$ cat src/rtl/rmw_mem_pkg.sv
// Shared encodings and helpers for the read-modify-write register memory.
package rmw_mem_pkg;

    typedef enum logic [1:0] {
        OP_READ  = 2'd0,
        OP_INC   = 2'd1,
        OP_COPY  = 2'd2,
        OP_WRITE = 2'd3
    } op_t;

    typedef enum logic {
        ST_CLEAR = 1'b0,
        ST_RUN   = 1'b1
    } state_t;

    function automatic int clog2(input int value);
        int r;
        r = 0;
        while ((1 << r) < value) r = r + 1;
        return r;
    endfunction

endpackage

$ cat src/rtl/rmw_mem_alu.sv
// Combinational op decode: computes the value an op leaves in its target entry.
module rmw_mem_alu
    import rmw_mem_pkg::*;
#(
    parameter int DATA_W = 32
) (
    input  op_t               op,
    input  logic [DATA_W-1:0] old_val,
    input  logic [DATA_W-1:0] src_val,
    input  logic [DATA_W-1:0] wr_data,
    output logic [DATA_W-1:0] new_val,
    output logic              we
);

    always_comb begin
        new_val = old_val;
        we      = 1'b0;
        unique case (op)
            OP_READ:  we = 1'b0;
            OP_INC: begin
                new_val = old_val + DATA_W'(1);
                we      = 1'b1;
            end
            OP_COPY: begin
                new_val = src_val;
                we      = 1'b1;
            end
            OP_WRITE: begin
                new_val = wr_data;
                we      = 1'b1;
            end
            default: we = 1'b0;
        endcase
    end

endmodule

$ cat src/rtl/rmw_mem.sv
// Read-modify-write register memory: two-stage pipeline with stage-2 -> stage-1
// forwarding, preceded by a clear walk that zeroes every entry after reset.
module rmw_mem
    import rmw_mem_pkg::*;
#(
    parameter  int DATA_W = 32,
    parameter  int DEPTH  = 8,
    parameter  int OFFSET = 4,
    localparam int ADDR_W = clog2(DEPTH)
) (
    input  logic              clk,
    input  logic              reset,
    input  logic              io_req_valid,
    output logic              io_req_ready,
    input  logic [1:0]        io_req_op,
    input  logic [ADDR_W-1:0] io_req_addr,
    input  logic [DATA_W-1:0] io_req_data,
    output logic              io_resp_valid,
    output logic [DATA_W-1:0] io_resp_data,
    output logic              io_busy
);

    // Handshake: a request transfers on any cycle where io_req_valid && io_req_ready;
    // the response follows exactly one cycle later and cannot be stalled.

    localparam logic [ADDR_W-1:0] COPY_OFF = ADDR_W'(OFFSET % DEPTH);
    localparam logic [ADDR_W-1:0] LAST     = ADDR_W'(DEPTH - 1);

    logic [DATA_W-1:0] mem [DEPTH];

    state_t            state, state_nx;
    logic [ADDR_W-1:0] clr_cnt;

    logic              accept;
    logic [ADDR_W-1:0] src_addr;
    logic [DATA_W-1:0] s1_old, s1_src;

    logic              s2_valid;
    op_t               s2_op;
    logic [ADDR_W-1:0] s2_addr;
    logic [DATA_W-1:0] s2_data, s2_old, s2_src, s2_new;
    logic              s2_we;

    always_ff @(posedge clk) begin
        if (reset) begin
            state   <= ST_CLEAR;
            clr_cnt <= '0;
        end else begin
            state <= state_nx;
            if (state == ST_CLEAR) clr_cnt <= clr_cnt + ADDR_W'(1);
        end
    end

    always_comb begin
        state_nx     = state;
        io_req_ready = 1'b0;
        io_busy      = 1'b1;
        unique case (state)
            ST_CLEAR: if (clr_cnt == LAST) state_nx = ST_RUN;
            ST_RUN: begin
                io_req_ready = 1'b1;
                io_busy      = 1'b0;
            end
            default: state_nx = ST_CLEAR;
        endcase
    end

    assign accept   = io_req_valid && io_req_ready;
    assign src_addr = io_req_addr + COPY_OFF;

    // A stage-2 write lands at the same edge stage 1 captures, so bypass the array.
    always_comb begin
        s1_old = mem[io_req_addr];
        s1_src = mem[src_addr];
        if (s2_valid && s2_we && (s2_addr == io_req_addr)) s1_old = s2_new;
        if (s2_valid && s2_we && (s2_addr == src_addr))    s1_src = s2_new;
    end

    always_ff @(posedge clk) begin
        if (reset) begin
            s2_valid <= 1'b0;
            s2_old   <= '0;
        end else begin
            s2_valid <= accept;
            if (accept) s2_old <= s1_old;
        end
    end

    always_ff @(posedge clk) begin
        if (accept) begin
            s2_op   <= op_t'(io_req_op);
            s2_addr <= io_req_addr;
            s2_data <= io_req_data;
            s2_src  <= s1_src;
        end
    end

    rmw_mem_alu #(.DATA_W(DATA_W)) u_alu (
        .op      (s2_op),
        .old_val (s2_old),
        .src_val (s2_src),
        .wr_data (s2_data),
        .new_val (s2_new),
        .we      (s2_we)
    );

    // Reset drops the in-flight op; the array itself is only initialised by the walk.
    always_ff @(posedge clk) begin
        if (!reset) begin
            if (state == ST_CLEAR)       mem[clr_cnt] <= '0;
            else if (s2_valid && s2_we)  mem[s2_addr] <= s2_new;
        end
    end

    assign io_resp_valid = s2_valid;
    assign io_resp_data  = s2_old;

endmodule

$ cat config.mk
export PLATFORM = sky130hd
export DESIGN_NAME = rmw_mem
export DESIGN_NICKNAME = d
export VERILOG_FILES = /design/src/rtl/rmw_mem_pkg.sv /design/src/rtl/rmw_mem_alu.sv /design/src/rtl/rmw_mem.sv
export SDC_FILE = /design/constraint.sdc
export NUM_CORES = 1
export LEC_CHECK = 0
export CAP_MARGIN = 20
export CORE_MARGIN = 5
export CORE_UTILIZATION = 35
export CTS_CLUSTER_SIZE = 40
export DETAILED_ROUTE_END_ITERATION = 8
export PLACE_DENSITY_LB_ADDON = 0.2
export SLEW_MARGIN = 25
export SYNTH_ARGS = -nofsm -noshare
export SYNTH_HDL_FRONTEND = slang
export SYNTH_HIERARCHICAL = 1
export SYNTH_SLANG_ARGS = --single-unit
$ cat constraint.sdc
create_clock -name clk -period 5.7 [get_ports clk]
set_input_delay 0.57 -clock clk [delete_from_list [all_inputs] [get_ports clk]]
set_output_delay 0.57 -clock clk [all_outputs]
set_load 0.02 [all_outputs]
==> run_results.csv <==
group,metric,value,unit
sta,setup_violations,0,
cells_and_area,drive_gt1_share,22.5,%
sta,slew_violations,0,
route,dr.pass1.iters,5,
route,wirelength,49100,um
worst_hold_path,min_path_type,"primary input to register",
die,fp.dieArea,0.0551,mm2
pwr,comb_power_share,6.5,%
clock_tree,htreeDepth,2,
sta,clock.fmax,278,MHz
global_route,grt_pass1_wl,74100,um
yosys,async_flop_share,0,%
clock_tree,clock-sinks,362,
yosys,ys_ff_latch,362,
clock_tree,cts_buffer_depth,3,
yosys,synth.largest_area_cell,"edfxtp_1",
run,maxCapViolCount,0,
route,routedWlPerCell,25.6,um
pwr,clock_power_share,45.7,%
pwr,switching_share,21.9,%
yosys,synth_cells,1165,
cells_and_area,nFillCells,4626,
yosys,yosys-top-cells-area,"edfxtp_1, mux4_2, dfxtp_1",
yosys,synth-edff-count,325,
sta,hold_viol_final,0,
pwr,finalPower,6.15,mW
die,rows,82,
sta,clock_skew,0.0111,ns
route,remaining_drc_errors,0,
clock_tree,cts_post_setup_buffers_inserted,0,
run_status,status,"finished, final reports clean",
sta,rsz0062_at_grt,"false",
cells_and_area,nets,1252,
sta,period_needed,3.60,ns
clock_tree,cts-root-buf,"clkbuf_16",
pwr,switchingPower,1.35,mW
clock_tree,worstSkewPairLatency,0.56,ns
clock_tree,cts.repair.resized,0,
critical_path,critPathMaxFanout,44,
yosys,synthDistinctLibCells,64,
global_route,grt.total_usage,17.4,%
yosys,avgSynthCellArea,15.2,um2
global_route,grt_pass1_vias,11200,
cells_and_area,seq_area,0.0105,mm2
route,viasPerCell,5.77,
sta,tightest_slew,1.03,ns
critical_path,crit_family,"simple AND/OR/NAND/NOR gates",
die,coreArea,0.0501,mm2
sta,period_share,63.2,%
die,initial_core_util,35.3,%
pwr,p_leak,6.87,nW
placed_design,hpwl,30400,um
critical_path,critPathKind,"register to register",
die,fp.dieW,235,um
sta,setup_tns,0,ns
pwr,p_int,4.80,mW
clock_tree,cts_made_buffers,42,
critical_path,cpPeakStageDelay,0.92,ns
yosys,ys_seq_area_share,59.3,%
placed_design,portBuffers,74,
cells_and_area,multi_input_area,0.00675,mm2
clock_tree,cts_tree,"yes",
yosys,synth_top_area_share,55.2,%
critical_path,crit_arrival,3.85,ns
critical_path,startpoint_type,"register",
pwr,p_per_area,299,mW/mm2
global_route,grt_antenna_before_repair,0,
yosys,synth_area,0.0177,mm2
critical_path,cpMaxStageDelayCell,"and4b_2",
sta,relSlewSlack,31.3,%
critical_path,critPathCaptureType,"register",
critical_path,crit_required,5.95,ns
cells_and_area,syn_to_final_growth,16.3,%
clock_tree,cts_hold_buf,0,
global_route,overflow,0,
yosys,synth_nets,1208,
placed_design,gp_congestion,0.782,
die,ios,75,
global_route,grt_max_degree,78,
yosys,ys_warn_count,6,
critical_path,crit_chain,"inv_1 > nand2_1 > and4b_2 > a31oi_1 > nor2_4 > buf_4",
pwr,peakVddDrop,0.213,mV
die,die_h,235,um
pwr,power_frac_seq,47.8,%
critical_path,path_buf_inv,2,
cells_and_area,post-route-util,41.1,%
yosys,synth_flop_cell,"edfxtp_1",
route,drt_iter0_markers,1036,
route,antenna_left,0,
cells_and_area,n_antenna_cell,0,
clock_tree,path_clk_slew,0.06,ns
route,vias,11100,
-- power groups by stage --
stage,Combinational (mW),Sequential [mW],Clock [mW]
after floorplan,0.271,2.99,0
after global placement,0.389,3.00,0
after detailed placement,0.400,3.00,0
after CTS,0.403,2.94,2.88
after global routing,0.427,2.94,2.97
final,0.397,2.94,2.81
-- cell usage after synthesis (all sizes together), types with 3 or more instances --
master and n:
a2bb2oi 4, o21ai 13, nor2 98, a31oi 8, o22ai 7, o21bai 3, buf 63, xnor2 4
nand4 43, or3 4, nor3 13, a211oi 5, a21oi 66, dfxtp 37, edfxtp 325, o31ai 34
nor2b 14, nand2 28, clkbuf 35, mux2i 46, o32ai 3, inv 8, o211ai 3, nand3 24
mux4 127, ha 3, mux2 38, and2 35, xor2 3, a21o 3, and3 5, a311oi 35
nor4 3
-- layout make-up --
| type | count | share of cell area [%] |
|---|---|---|
| Clock buffer | 48 | 5.53 |
| Clock inverter | 29 | 1.45 |
| Sequential cell | 362 | 51.0 |
| Timing Repair Buffer | 98 | 4.90 |
| Multi-Input combinational cell | 696 | 32.8 |
| Inverter | 9 | 0.164 |
| Tap cell | 672 | 4.09 |
-- cell families (layout without fill, tap and decap cells) --
| group | count (synthesis) | in the layout | synth area share, % |
|---|---|---|---|
| adder cells (fa/ha/maj) | 3 | 3 | 0.212 |
| AO/OA/AOI/OAI | 200 | 200 | 7.70 |
| flip-flops | 362 | 362 | 59.3 |
| XOR/XNOR | 7 | 7 | 0.347 |
| multiplexers | 211 | 211 | 21.2 |
| AND/OR/NAND/NOR | 275 | 275 | 8.15 |
| buffers and inverters | 107 | 184 | 3.05 |
-- per-layer routing --
layer  vias to the layer above  GRT usage [%]  share of wire, %
li1                       4860              -                 -
met4                         0           3.88               1.7
met3                        60           2.90               6.1
met1                      5767           25.4                45
met5                         -              0                 0
met2                       363           27.7                47
-- worst register-to-register path: stages (launching register included) --
cell and delay, ns:
edfxtp_1 0.35, inv_1 0.15, nand2_1 0.27, and4b_2 0.93, a31oi_1 0.35, nor2_4 0.85
buf_4 0.39
-- per-stage QoR --
| stage | cell area, um2 | hold slack, ns | setup slack (ns) | std cells |
|---|---|---|---|---|
| 6_report | 20600 | 0.568 | 2.10 | 1914 |
| 5_1_grt | 20600 | 0.550 | 1.88 | 1914 |
| 4_1_cts | 20500 | 0.536 | 1.98 | 1912 |
| 3_5_place_dp | 19100 | 0.567 | 1.64 | 1835 |
| 3_3_place_gp | 19000 | 0.568 | 1.71 | 1833 |
| 2_1_floorplan | 17700 | 0.554 | 2.09 | 1165 |
-- flip-flops by register name (all words and copies together) (netlist names) --
register	flops
io_resp_valid	1
s2_data	32
s2_op	2
state	1
clr_cnt	3
io_resp_data	32
s2_addr	3
mem	256
s2_src	32
-- final timing paths --
kind	start	to	slack (ns)	cells past startpoint
setup reg to reg	s2_op[0]$_DFFE_PP_	mem[4][2]$_DFFE_PP_	2.10	6
setup / recovery	s2_op[0]$_DFFE_PP_	mem[4][2]$_DFFE_PP_	2.10	6
hold reg to reg	io_resp_data[22]$_SDFFE_PP0P_	io_resp_data[22]$_SDFFE_PP0P_	0.59	2
hold / removal	io_req_data[23]	s2_data[23]$_DFFE_PP_	0.57	1
-- layout by cell type (no fill, tap or decap), types with 6 or more instances in the layout --
cell type,netlist,routed
clkbuf_16,0,45
nor3_1,11,11
nand4_1,42,42
mux4_2,127,127
nand3_1,21,21
nor2b_1,14,12
edfxtp_1,325,325
o22ai_1,7,7
mux2_2,38,38
buf_4,11,20
dfxtp_1,37,37
bufinv_16,0,6
and2_1,35,34
a31oi_1,8,8
clkinv_2,0,8
nor2_1,97,91
clkinv_1,1,11
clkdlybuf4s50_1,0,70
nand2_1,28,28
o21ai_0,13,13
a311oi_1,35,35
nor2_4,0,6
a21oi_1,65,65
o31ai_1,34,34
mux2i_1,46,45
inv_1,8,8
Note: power is estimated with default switching activity, not from simulation.
